$ cat config.mk
export PLATFORM = sky130hd
export DESIGN_NAME = mem_stage
export DESIGN_NICKNAME = d
export VERILOG_FILES = /design/src/rtl/mem_pkg.sv /design/src/rtl/mem_stage_lsu_align.sv /design/src/rtl/mem_stage.sv
export SDC_FILE = /design/constraint.sdc
export NUM_CORES = 1
export LEC_CHECK = 0
export BUFFER_PORTS_ARGS = -buffer_cell sky130_fd_sc_hd__buf_2
export CAP_MARGIN = 20
export CORE_MARGIN = 4
export CORE_UTILIZATION = 43
export CTS_BUF_LIST = sky130_fd_sc_hd__clkbuf_16
export DETAILED_ROUTE_END_ITERATION = 8
export GPL_ROUTABILITY_DRIVEN = 1
export PLACE_DENSITY = 0.8
export SKIP_LAST_GASP = 1
export SYNTH_ARGS = -nofsm -noshare
export SYNTH_HDL_FRONTEND = slang
export SYNTH_SLANG_ARGS = --single-unit
$ cat constraint.sdc
create_clock -name clk_i -period 1.61 [get_ports clk_i]
set_input_delay 0.322 -clock clk_i [delete_from_list [all_inputs] [get_ports clk_i]]
set_output_delay 0.322 -clock clk_i [all_outputs]
set_load 0.1 [all_outputs]
$ cat src/rtl/mem_pkg.sv
// Shared types and encodings for the memory stage.
// Holds the FSM state, funct3 access sizes and WB select codes.
package mem_pkg;

   typedef enum logic {
      S_IDLE = 1'b0,
      S_WAIT = 1'b1
   } state_e;

   localparam logic [2:0] F3_B  = 3'b000;
   localparam logic [2:0] F3_H  = 3'b001;
   localparam logic [2:0] F3_W  = 3'b010;
   localparam logic [2:0] F3_BU = 3'b100;
   localparam logic [2:0] F3_HU = 3'b101;

   localparam logic [1:0] WB_MEM = 2'd0;
   localparam logic [1:0] WB_ALU = 2'd1;
   localparam logic [1:0] WB_PC4 = 2'd2;

   // Unknown funct3 encodings fall through to word size.
   function automatic logic f3_aligned(
      input logic [2:0] f3,
      input logic [1:0] off
   );
      case (f3)
         F3_B, F3_BU: return 1'b1;
         F3_H, F3_HU: return ~off[0];
         default:     return off == 2'b00;
      endcase
   endfunction

endpackage

$ cat src/rtl/mem_stage_lsu_align.sv
// Store lane/byte-enable generation and load lane extract/extend.
// Purely combinational.
module lsu_align
   import mem_pkg::*;
(
   input  logic [2:0]  i_f3,
   input  logic [1:0]  i_off,
   input  logic        i_we,
   input  logic [31:0] i_sdata,
   input  logic [31:0] i_rdata,
   output logic        o_aligned,
   output logic [31:0] o_wdata,
   output logic [3:0]  o_be,
   output logic [31:0] o_ldata
);

   logic [31:0] w_lane;

   always_comb begin
      o_aligned = f3_aligned(i_f3, i_off);
      w_lane    = i_rdata >> {i_off, 3'b000};
      o_wdata   = i_sdata;
      o_be      = 4'b1111;
      o_ldata   = i_rdata;
      case (i_f3)
         F3_B, F3_BU: begin
            if (i_f3 == F3_B)
               o_ldata = {{24{w_lane[7]}}, w_lane[7:0]};
            else
               o_ldata = {24'd0, w_lane[7:0]};
            if (i_we) begin
               o_wdata = {4{i_sdata[7:0]}};
               o_be    = 4'b0001 << i_off;
            end
         end
         F3_H, F3_HU: begin
            if (i_f3 == F3_H)
               o_ldata = {{16{w_lane[15]}}, w_lane[15:0]};
            else
               o_ldata = {16'd0, w_lane[15:0]};
            if (i_we) begin
               o_wdata = {2{i_sdata[15:0]}};
               o_be    = 4'b0011 << i_off;
            end
         end
         default: begin
            o_ldata = i_rdata;
         end
      endcase
   end

endmodule

$ cat src/rtl/mem_stage.sv
// Memory stage: data-cache handshake FSM with timeout, misalign
// detection and the MEM/WB pipeline register.
module mem_stage
   import mem_pkg::*;
#(
   parameter int TIMEOUT_CYCLES = 255
) (
   input  logic        clk_i,
   input  logic        rst_i,
   input  logic [31:0] alu_mem_i,
   input  logic [31:0] rs2_mem_i,
   input  logic [31:0] pc4_mem_i,
   input  logic        MemRW_mem_i,
   input  logic        is_ls_mem_i,
   input  logic [1:0]  WBSel_mem_i,
   input  logic        RegWEn_mem_i,
   input  logic [4:0]  rsW_mem_i,
   input  logic [31:0] inst_mem_i,
   input  logic        enable_i,
   input  logic        reset_i,
   output logic        dc_req_o,
   output logic        dc_we_o,
   output logic [31:0] dc_addr_o,
   output logic [31:0] dc_wdata_o,
   output logic [3:0]  dc_be_o,
   input  logic        dc_ack_i,
   input  logic [31:0] dc_rdata_i,
   output logic        stall_o,
   output logic [31:0] alu_wb_o,
   output logic [31:0] mem_wb_o,
   output logic [31:0] pc4_wb_o,
   output logic [1:0]  WBSel_wb_o,
   output logic        RegWEn_wb_o,
   output logic [4:0]  rsW_wb_o,
   output logic [31:0] inst_wb_o,
   output logic        misalign_o,
   output logic        timeout_o
);

   localparam int CW = (TIMEOUT_CYCLES > 1) ? $clog2(TIMEOUT_CYCLES) : 1;

   state_e        r_state;
   logic [CW-1:0] r_cnt;
   logic [2:0]    r_f3;
   logic [1:0]    r_off;
   logic          r_dc_we;
   logic [31:0]   r_dc_addr;
   logic [31:0]   r_dc_wdata;
   logic [3:0]    r_dc_be;
   logic          r_mis;
   logic          r_to;
   logic [31:0]   r_alu_wb;
   logic [31:0]   r_mem_wb;
   logic [31:0]   r_pc4_wb;
   logic [1:0]    r_wbsel_wb;
   logic          r_regwen_wb;
   logic [4:0]    r_rsw_wb;
   logic [31:0]   r_inst_wb;

   logic          w_idle;
   logic          w_wait;
   logic [2:0]    w_f3;
   logic [1:0]    w_off;
   logic          w_aligned;
   logic [31:0]   w_wdata;
   logic [3:0]    w_be;
   logic [31:0]   w_ldata;
   logic          w_go;
   logic          w_mis;
   logic          w_to;
   logic          w_stall;
   logic          w_adv;
   logic          w_ld_done;

   assign w_idle = (r_state == S_IDLE);
   assign w_wait = (r_state == S_WAIT);

   // In WAIT the captured size/offset drive load extraction.
   assign w_f3  = w_wait ? r_f3  : inst_mem_i[14:12];
   assign w_off = w_wait ? r_off : alu_mem_i[1:0];

   lsu_align u_align (
      .i_f3      (w_f3),
      .i_off     (w_off),
      .i_we      (MemRW_mem_i),
      .i_sdata   (rs2_mem_i),
      .i_rdata   (dc_rdata_i),
      .o_aligned (w_aligned),
      .o_wdata   (w_wdata),
      .o_be      (w_be),
      .o_ldata   (w_ldata)
   );

   assign w_go      = w_idle & is_ls_mem_i & w_aligned;
   assign w_mis     = w_idle & is_ls_mem_i & ~w_aligned;
   assign w_to      = w_wait & ~dc_ack_i
                    & (r_cnt == CW'(TIMEOUT_CYCLES - 1));
   assign w_stall   = w_go | (w_wait & ~dc_ack_i & ~w_to);
   assign w_adv     = enable_i & ~w_stall;
   assign w_ld_done = w_wait & dc_ack_i & ~r_dc_we;

   always_ff @(posedge clk_i) begin
      if (rst_i) begin
         r_state     <= S_IDLE;
         r_cnt       <= '0;
         r_f3        <= '0;
         r_off       <= '0;
         r_dc_we     <= 1'b0;
         r_dc_addr   <= '0;
         r_dc_wdata  <= '0;
         r_dc_be     <= '0;
         r_mis       <= 1'b0;
         r_to        <= 1'b0;
         r_alu_wb    <= '0;
         r_mem_wb    <= '0;
         r_pc4_wb    <= '0;
         r_wbsel_wb  <= '0;
         r_regwen_wb <= 1'b0;
         r_rsw_wb    <= '0;
         r_inst_wb   <= '0;
      end else begin
         r_mis <= w_mis;
         r_to  <= w_to;
         case (r_state)
            S_IDLE: begin
               if (w_go) begin
                  r_state    <= S_WAIT;
                  r_cnt      <= '0;
                  r_f3       <= inst_mem_i[14:12];
                  r_off      <= alu_mem_i[1:0];
                  r_dc_we    <= MemRW_mem_i;
                  r_dc_addr  <= {alu_mem_i[31:2], 2'b00};
                  r_dc_wdata <= w_wdata;
                  r_dc_be    <= MemRW_mem_i ? w_be : 4'b1111;
               end
            end
            S_WAIT: begin
               if (dc_ack_i || w_to)
                  r_state <= S_IDLE;
               else
                  r_cnt <= r_cnt + CW'(1);
            end
         endcase
         if (w_adv) begin
            if (reset_i) begin
               r_alu_wb    <= '0;
               r_mem_wb    <= '0;
               r_pc4_wb    <= '0;
               r_wbsel_wb  <= '0;
               r_regwen_wb <= 1'b0;
               r_rsw_wb    <= '0;
               r_inst_wb   <= '0;
            end else begin
               r_alu_wb    <= alu_mem_i;
               r_pc4_wb    <= pc4_mem_i;
               r_wbsel_wb  <= WBSel_mem_i;
               r_regwen_wb <= RegWEn_mem_i & ~w_mis & ~w_to;
               r_rsw_wb    <= rsW_mem_i;
               r_inst_wb   <= inst_mem_i;
               if (w_ld_done)
                  r_mem_wb <= w_ldata;
            end
         end
      end
   end

   assign dc_req_o    = w_wait;
   assign dc_we_o     = r_dc_we;
   assign dc_addr_o   = r_dc_addr;
   assign dc_wdata_o  = r_dc_wdata;
   assign dc_be_o     = r_dc_be;
   assign stall_o     = w_stall;
   assign alu_wb_o    = r_alu_wb;
   assign mem_wb_o    = r_mem_wb;
   assign pc4_wb_o    = r_pc4_wb;
   assign WBSel_wb_o  = r_wbsel_wb;
   assign RegWEn_wb_o = r_regwen_wb;
   assign rsW_wb_o    = r_rsw_wb;
   assign inst_wb_o   = r_inst_wb;
   assign misalign_o  = r_mis;
   assign timeout_o   = r_to;

endmodule
After elaboration in Yosys (flattened, before gate mapping)
Index checks and enable logic that the tools add are counted.
Cells by class
  $add $sub $neg: 1
  equality and inequality tests: 6
  shift operators: 3
  muxes and demuxes: 25
  bitwise operators: 20
  reduce and logical (&&, ||, !) cells: 9
Operator list (number)
  two-way mux 32 bit: 9
  case mux 32 bit (2 select lines): 2
  right shift 32 x 5 -> 16 bit: 1
  two-way mux 8 bit: 2
  case mux 8 bit (2 select lines): 1
  AND 1 bit: 11
  adder 8 x 1 -> 8 bit, second input constant: 1
  equality test 8 bit, second input constant: 1
  NOT 1 bit: 8
  case mux 4 bit (2 select lines): 1
  equality test 3 bit, second input constant: 2
  AND reduction 2 bit: 3
  two-way mux 5 bit: 1
  two-way mux 2 bit: 2
  two-way mux 4 bit: 1
  case mux 1 bit (2 select lines): 2
  OR reduction 2 bit: 2
  << shifter 1 x 2 -> 4 bit, first input constant: 1
  << shifter 2 x 2 -> 4 bit, first input constant: 1
  equality test 3 x 1 -> 1 bit, second input constant: 1
  logical NOT 3 bit: 1
  two-way mux 1 bit: 3
  two-way mux 3 bit: 1
  logical NOT 2 bit: 1
  5 further kinds: 5
Word-level totals
  flip-flop bits (word level): 219
  word-level logic and storage cells: 81

Logic depth before layout (Yosys ltp)
Gate-level depths: netlist (run 1).
  depth in word-level cells: 10
  depth in mapped cells: 10
  depth with buffers taken out: 7

Hierarchy
From an unflattened synthesis (run 1), not the netlist that was laid out.
Unflattened totals
  cell total of the unflattened synthesis: 979
  area, all modules: 8951.1 um2
By module, submodules not included
  mem_stage: instances 1, cells an instance 761, area each 7609.8 um2, sequential area each 4384.2 um2
  lsu_align: instances 1, cells an instance 218, area each 1341.3 um2, sequential area each 0.0 um2

Least setup slack after synthesis (run 1)
OpenSTA, ideal clock, no wires.
  kind: register to register
  from: register r_state (netlist: dc_req_o)
  to: register r_cnt[0]
  arrival time: 2.860 ns
  required time: 1.545 ns
  slack: -1.315 ns
  cell stages (with the launch flop): 8
  period minus slack after synthesis: 2.925 ns
  cells stage by stage: dfxtp_1 buf_6 nand2b_1 nand3b_4 buf_2 nand2_1 mux2_2 nor2_1
Between the ends
  cells in the longest elaborated chain, start to end: 7
  elaborated cells on any way between the ends: 21
  those cells by class: 5 x eq/ne; 4 x mux; 6 x bitwise; 6 x reduce/logical
RTL lines
  from (decl): line mem_stage.sv:42  | state_e r_state;
  from (signal assigned): line mem_stage.sv:104  | r_state <= S_IDLE;
  from (signal assigned): line mem_stage.sv:127  | r_state <= S_WAIT;
  from (signal assigned): line mem_stage.sv:139  | r_state <= S_IDLE;
  two-way mux 3 bit: line mem_stage.sv:79  | assign w_f3 = w_wait ? r_f3 : inst_mem_i[14:12];
  equality test 3 bit (tied with other cells): line mem_pkg.sv:25  | case (f3)
  OR reduction 2 bit: line mem_pkg.sv:25
  case mux 1 bit (2 select lines): line mem_pkg.sv:25
  AND 1 bit: line mem_stage.sv:94  | assign w_go = w_idle & is_ls_mem_i & w_aligned;
  != test 2 x 1 -> 1 bit (no line)
  AND reduction 2 bit (no line)
  to (signal assigned): line mem_stage.sv:141  | r_cnt <= r_cnt + CW'(1);
  to (decl): line mem_stage.sv:43  | logic [CW-1:0] r_cnt;
Parallel ways exist; a longest one is shown, timed or not.
A chain may end at the register's enable or synchronous reset.

Worst setup path in the final report (run 1)
  from: register r_state (netlist: dc_req_o)
  to: register r_dc_wdata[19] (netlist: dc_wdata_o[19])
Between the ends
  cells in the longest elaborated chain, start to end: 6
  elaborated cells on any way between the ends: 16
  those cells by class: 3 x eq/ne; 4 x mux; 4 x bitwise; 5 x reduce/logical
RTL lines
  two-way mux 3 bit: line mem_stage.sv:79
  equality test 3 bit (tied with other cells): line mem_pkg.sv:25, mem_stage_lsu_align.sv:25
  OR reduction 2 bit: line mem_pkg.sv:25, mem_stage_lsu_align.sv:25
  case mux 1 bit (2 select lines): line mem_pkg.sv:25
  AND 1 bit: line mem_stage.sv:94
  AND reduction 2 bit (no line)
  to (signal assigned): line mem_stage.sv:133  | r_dc_wdata <= w_wdata;
  to (decl): line mem_stage.sv:48  | logic [31:0] r_dc_wdata;
Parallel ways exist; a longest one is shown, timed or not.

==> impl_metrics.json, run 1 <==
{
  "core-area_um2": 21000,
  "report.final.slew_viol_count": 0,
  "arrival_ns": 2.43,
  "timing.final.crit_share": 1.26,
  "hpwl_mm": 22.7,
  "yosysWarnings": 0,
  "hold_buffers": 0,
  "fin_ws_ns": -0.413,
  "peakVddDrop_v": 0.000908,
  "via_per_inst": 5.63,
  "crit_cells": 11,
  "synth_cells": 1049,
  "worst-setup-path-type": "reg -> reg",
  "synth_edf_count": 0,
  "antenna_found_initial": 2,
  "finalNetCount": 1692,
  "ys_ff_latch": 219,
  "reg2reg_depth": 11,
  "cts_made_buffers": 24,
  "hp-start": "dc_rdata_i[4]",
  "instances_no_fill": 1808,
  "grt_pass1_vias": 9871,
  "final_common_cell": "buf_2",
  "drc": 0,
  "drive_above_1_share": 0.468,
  "slowest_delay_ns": 0.36,
  "powerDensity_nw_per_um2": 1040,
  "cp_top_family": "buffers and inverters",
  "cp_max_fo": 8,
  "status": "finished with violations",
  "critPathRequiredTime_ns": 2.01,
  "critPathCapture": "dc_wdata_o[19]$_SDFFE_PP0P_",
  "num_vias": 10170,
  "synth_area_leaders": "dfxtp_1 48%, nand3b_1 8.6%, nand2_1 8.6%",
  "hold_viol": 0,
  "die_w_um": 154,
  "io-pin-count": 384,
  "tritoncts": "yes",
  "grt_max_degree": 94,
  "crit_buf_inv": 7,
  "worstSetupEndpointType": "register",
  "synth_cell_types": 60,
  "dr.pass1.iters": 7,
  "place.gp.congestion": 0.893,
  "clk_pin_slew_worst_paths_ns": 0.06,
  "maxCapViolations": 0,
  "clk_path_buf_depth": 3,
  "finalSetupViolCount": 187,
  "worstSetupStartpointType": "register",
  "fin_area_um2": 14900,
  "grt_use_total": 0.270,
  "synthToLayoutAreaGrowth_pct": 62.5,
  "worstPathCellList": "buf_6 -> buf_8 -> buf_12 -> mux2i_4 -> buf_6 -> buf_12 -> nand2_8 -> buf_12 -> buf_12 -> nand2_2 -> a311oi_2",
  "worst_path_most_repeated_cell": "buf_12",
  "violations": "negative setup slack",
  "routed_wl_mm": 36.8,
  "synth_area_um2": 9140,
  "yosysTopAreaCell": "dfxtp_1",
  "htree_num_levels": 1,
  "dieArea_um2": 23700,
  "cts_root_buf": "clkbuf_16",
  "slew_headroom": 0.480,
  "clkLatencyLatePin_ns": 0.51,
  "die_h_um": 154,
  "drt-initial-drc-count": 612,
  "max_slew.worst_pin.slew_ns": 0.779,
  "avgSynthCellArea_um2": 8.71,
  "finalClockSkew_ns": 0.0139,
  "max_freq_mhz": 494,
  "ys_seq_area_frac": 0.480,
  "grt-ovfl-total": 0,
  "numClockSinks": 219,
  "grt_pass1_wl_mm": 52.8,
  "min_period_ns": 2.02,
  "crit_slowest_cell": "dfxtp_4",
  "postRouteAntennaNets": 0,
  "placed_cells": 1699,
  "synth_top_area_frac": 0.480,
  "crit_start": "dc_req_o$_SDFF_PP0_",
  "synthFlopType": "dfxtp_1",
  "hold_path_class": "in -> reg",
  "mostFrequentLayoutCells": "237 x buf_2, 215 x dfxtp_1, 195 x nand2_1",
  "io_buffers": 381,
  "ys_async_sr_fraction": 0,
  "reg2reg_to": "dc_wdata_o[19]$_SDFFE_PP0P_",
  "start_util": 0.436,
  "r2r-start": "dc_req_o$_SDFF_PP0_",
  "wl_per_cell_um": 20.4,
  "rows": 53,
  "rrSetupSlack_ns": -0.41,
  "dpl_worst_slack_ns": -0.236,
  "rsz0062_at_grt": "true",
  "placed_area_um2": 12000,
  "leakagePower_nw": 6.30
}
## metrics by stage
step,setup TNS [ns],power (mW),util,hold WS (ns)
floorplan,-40.92,8.54,-,0.436
global placement,-19.49,9.44,0.574,0.434
detailed placement,-27.72,9.49,0.574,0.440
CTS,-27.43,15.1,0.672,0.0219
global route,-54.91,15.9,0.709,0.0448
finish,-43.13,15.4,0.709,0.0446
## registers in the layout, summed over array words and instances, names as in the netlist, 2 cells and up
register    cells
alu_wb_o       32
r_cnt           8
mem_wb_o       32
r_off           2
dc_wdata_o     32
WBSel_wb_o      2
inst_wb_o      32
pc4_wb_o       32
dc_addr_o      30
dc_be_o         4
r_f3            3
rsW_wb_o        5
## cell type report
class | instances | area, µm²
Fill cell | 1477 | 6100
Tap cell | 275 | 344
Clock buffer | 25 | 626
Clock inverter | 17 | 108
Multi-Input combinational cell | 740 | 5140
Antenna cell | 2 | 5.00
Sequential cell | 219 | 4390
Timing Repair Buffer | 529 | 4230
Inverter | 1 | 3.75
## metal layers
metal,routed length [µm],part of all wire,global-route usage
met4,1750,0.047,0.0942
met1,13900,0.38,0.327
met5,8,0.00022,0
met2,18200,0.49,0.472
met3,2990,0.081,0.0611
## cell usage after synthesis, types with 8 or more instances
| library cell | instances |
|---|---|
| nand3b_1 | 105 |
| a311oi_1 | 8 |
| nand2_1 | 209 |
| a21o_1 | 8 |
| a221o_1 | 19 |
| a221oi_1 | 10 |
| a22oi_1 | 8 |
| nor2_1 | 60 |
| buf_4 | 11 |
| dfxtp_1 | 219 |
| a22o_1 | 8 |
| nor3_1 | 21 |
| mux2i_1 | 18 |
| nand3_1 | 13 |
| buf_2 | 24 |
| o31ai_1 | 8 |
| a211oi_1 | 14 |
| a21oi_1 | 152 |
| o2bb2ai_1 | 8 |
| clkbuf_1 | 51 |
## how the worst min path moves through the flow
stage                                      to  depth (start not counted)  slack, ns
detailed placement   pc4_wb_o[6]$_SDFFE_PP0P_                          2       0.44
floorplan                r_f3[2]$_SDFFE_PP0P_                          2       0.44
finish               mem_wb_o[4]$_SDFFE_PP0P_                          2       0.04
global route         mem_wb_o[2]$_SDFFE_PP0P_                          2       0.04
global placement    alu_wb_o[15]$_SDFFE_PP0P_                          2       0.43
CTS                  mem_wb_o[4]$_SDFFE_PP0P_                          2       0.02
## power breakdown
| part | internal [mW] | switching, mW | total, mW |
|---|---|---|---|
| sequential | 5.65 | 0.134 | 5.78 |
| clock | 2.96 | 2.23 | 5.19 |
| combinational | 1.43 | 3.02 | 4.45 |
| total | 10.0 | 5.39 | 15.4 |
## cells by family after synthesis
| kind of cell | count (synthesis) | synth area share |
|---|---|---|
| simple gates | 434 | 0.239 |
| mux | 24 | 0.0293 |
| flops | 219 | 0.480 |
| buf+inv | 93 | 0.0485 |
| fa+ha+maj | 2 | 0.00274 |
| compound gates | 270 | 0.195 |
| other cells | 1 | 0.000410 |
| xor+xnor | 6 | 0.00575 |
## what timing repair did
action	CTS	global route
buffers inserted	28	24
gates cloned	13	6
pin swaps	46	148
endpoints found under the setup margin	279	254
gates resized for setup	211	127
No activity file was read; power rests on OpenSTA's default activity.
==> inputs of run 2 (changes only) <==
--- a/config.mk
+++ b/config.mk
@@ -5,14 +5,15 @@
 export SDC_FILE = /design/constraint.sdc
 export NUM_CORES = 1
 export LEC_CHECK = 0
+export ABC_AREA = 1
 export BUFFER_PORTS_ARGS = -buffer_cell sky130_fd_sc_hd__buf_2
 export CAP_MARGIN = 20
 export CORE_MARGIN = 4
-export CORE_UTILIZATION = 43
+export CORE_UTILIZATION = 44
 export CTS_BUF_LIST = sky130_fd_sc_hd__clkbuf_16
 export DETAILED_ROUTE_END_ITERATION = 8
 export GPL_ROUTABILITY_DRIVEN = 1
-export PLACE_DENSITY = 0.8
+export PLACE_DENSITY = 0.81
 export SKIP_LAST_GASP = 1
 export SYNTH_ARGS = -nofsm -noshare
 export SYNTH_HDL_FRONTEND = slang
==> run 2 against run 1 <==
Against the previous run:
- the run still ends with negative setup slack left
- sequential cell count is the same
- routed wire length grew 6.0%
- setup slack lost 0.12 ns
- critical path type is now reg -> out
- highest routed layer unchanged
==> impl_metrics.json, run 2 <==
{
  "start_util": 0.448,
  "synth_area_um2": 9460,
  "arrival_ns": 1.82,
  "synthToLayoutAreaGrowth_pct": 53.3,
  "drive_above_1_share": 0.434,
  "postRouteAntennaNets": 0,
  "drt-initial-drc-count": 993,
  "fin_util": 0.688,
  "fin_tns_setup_ns": -66.88,
  "grt_pass1_vias": 10593,
  "cp_top_family": "buffers and inverters",
  "report.final.slew_viol_count": 0,
  "worstSetupEndpointType": "primary output",
  "die_h_um": 155,
  "numClockSinks": 219,
  "place.gp.congestion": 0.925,
  "maxCapViolations": 0,
  "routed_wl_mm": 39.1,
  "via_per_inst": 5.62,
  "status": "finished with violations",
  "finalNetCount": 1892,
  "hpwl_mm": 24.0,
  "synth_area_leaders": "dfxtp_1 46%, nand2_1 14%, a21oi_1 8.1%",
  "synth_edf_count": 0,
  "worst-setup-path-type": "reg -> out",
  "synth_cell_types": 36,
  "rows": 53,
  "num_vias": 11310,
  "wl_per_cell_um": 19.4,
  "dr.pass1.iters": 5,
  "final_common_cell": "buf_2",
  "instances_no_fill": 2011,
  "rrSetupSlack_ns": -0.50,
  "yosys-top-cells-count": "348 x nand2_1, 219 x dfxtp_1, 154 x a21oi_1",
  "yosysTopAreaCell": "dfxtp_1",
  "rsz0062_at_grt": "true",
  "clk_pin_slew_worst_paths_ns": 0.06,
  "grt_pass1_wl_mm": 56.5,
  "worst_path_most_repeated_cell": "nand2_2",
  "die_w_um": 155,
  "grt_use_total": 0.286,
  "grt-ovfl-total": 0,
  "synth_cells": 1275,
  "timing.final.crit_share": 1.33,
  "dieArea_um2": 23900,
  "avgSynthCellArea_um2": 7.42,
  "mostFrequentLayoutCells": "377 x buf_2, 274 x nand2_1, 217 x dfxtp_1",
  "yosysWarnings": 0,
  "synthFlopType": "dfxtp_1",
  "violations": "negative setup slack",
  "clk_path_buf_depth": 3,
  "io-pin-count": 384,
  "crit_slowest_cell": "dfxtp_1",
  "finalClockSkew_ns": 0.00880,
  "cp_max_fo": 2,
  "critPathRequiredTime_ns": 1.29,
  "min_period_ns": 2.14,
  "peakVddDrop_v": 0.000948,
  "ys_seq_area_frac": 0.464,
  "slew_headroom": 0.435,
  "drc": 0,
  "crit_buf_inv": 3,
  "hold_viol": 0,
  "leakagePower_nw": 6.75,
  "grt_max_degree": 145,
  "io_buffers": 381,
  "hold_buffers": 0,
  "max_slew.worst_pin.slew_ns": 0.847,
  "synth_top_area_frac": 0.464,
  "dpl_worst_slack_ns": -0.267,
  "powerDensity_nw_per_um2": 1230,
  "worstSetupStartpointType": "register",
  "clkLatencyLatePin_ns": 0.52,
  "max_freq_mhz": 468,
  "htree_num_levels": 1,
  "cts_made_buffers": 25,
  "hold_path_class": "in -> reg",
  "placed_cells": 1910,
  "core-area_um2": 21100,
  "fin_ws_ns": -0.529,
  "slowest_delay_ns": 0.38,
  "tritoncts": "yes",
  "finalSetupViolCount": 343,
  "ys_async_sr_fraction": 0,
  "synth.most_common_cell": "nand2_1",
  "ys_ff_latch": 219,
  "whs_ns": 0.0410,
  "worstPathCellList": "ha_4 -> and3_4 -> nand2_2 -> nand2_2 -> buf_6 -> nand2_8 -> buf_12 -> buf_16",
  "antenna_found_initial": 3,
  "cts_root_buf": "clkbuf_16"
}
## run 2: cells by family (layout without fill, tap and decap cells)
family,after synthesis,count (layout),share of synthesized area
flip-flops,219,219,0.464
AO/OA/AOI/OAI,245,245,0.137
AND/OR/NAND/NOR,639,642,0.310
adder cells (fa/ha/maj),2,2,0.00265
buffers and inverters,166,621,0.0837
XOR/XNOR,3,3,0.00278
other,1,4,0.000396
## run 2: report_power, final
group / internal, mW / switching (mW) / leakage, nW / total (mW)
clock: 3.17 / 2.35 / 0.409 / 5.52
combinational: 1.80 / 4.58 / 4.56 / 6.39
sequential: 5.76 / 0.209 / 1.78 / 5.97
total: 10.7 / 7.14 / 6.75 / 17.9
## run 2: stage by stage
step / power (mW) / cell area (µm²)
3_5_place_dp: 11.3 / 12000
4_1_cts: 17.3 / 13400
5_1_grt: 18.5 / 14500
2_1_floorplan: 10.0 / 9510
6_report: 17.9 / 14500
3_3_place_gp: 11.3 / 12000
## run 2: worst min-delay path: stages
cell	delay (ns)
buf_2	0.09
nand3_1	0.07
nand2_1	0.06
## run 2: metal layers
metal	vias to the layer above	global-route usage	wire, µm
met5	-	0	11
met4	2	0.0812	1440
met3	117	0.0672	3870
met2	679	0.487	18800
met1	5285	0.365	14900
li1	5227	-	-
## run 2: repair_timing
item,4_1_cts,5_1_grt
pin swaps,4,76
resized for setup,40,219
endpoints found under the setup margin,399,424
setup buffers,16,16
cloned,14,13
## run 2: path summary, 6_finish.rpt
kind | from | to | cells after the start
setup / recovery | r_cnt[1]$_SDFFE_PP0P_ | stall_o | 8
hold / removal | alu_mem_i[23] | dc_addr_o[23]$_SDFFE_PP0P_ | 3
setup reg to reg | r_cnt[1]$_SDFFE_PP0P_ | alu_wb_o[5]$_SDFFE_PP0P_ | 14
hold reg to reg | dc_addr_o[3]$_SDFFE_PP0P_ | dc_addr_o[3]$_SDFFE_PP0P_ | 2
## run 2: final cells by class
cell class	count	area, µm²
Clock buffer	25	626
Multi-Input combinational cell	894	5010
Tap cell	275	344
Fill cell	1699	6590
Antenna cell	2	5.00
Timing Repair Buffer	514	3690
Timing Repair inverter	1	16.3
Clock inverter	21	166
Sequential cell	219	4390
Inverter	60	250
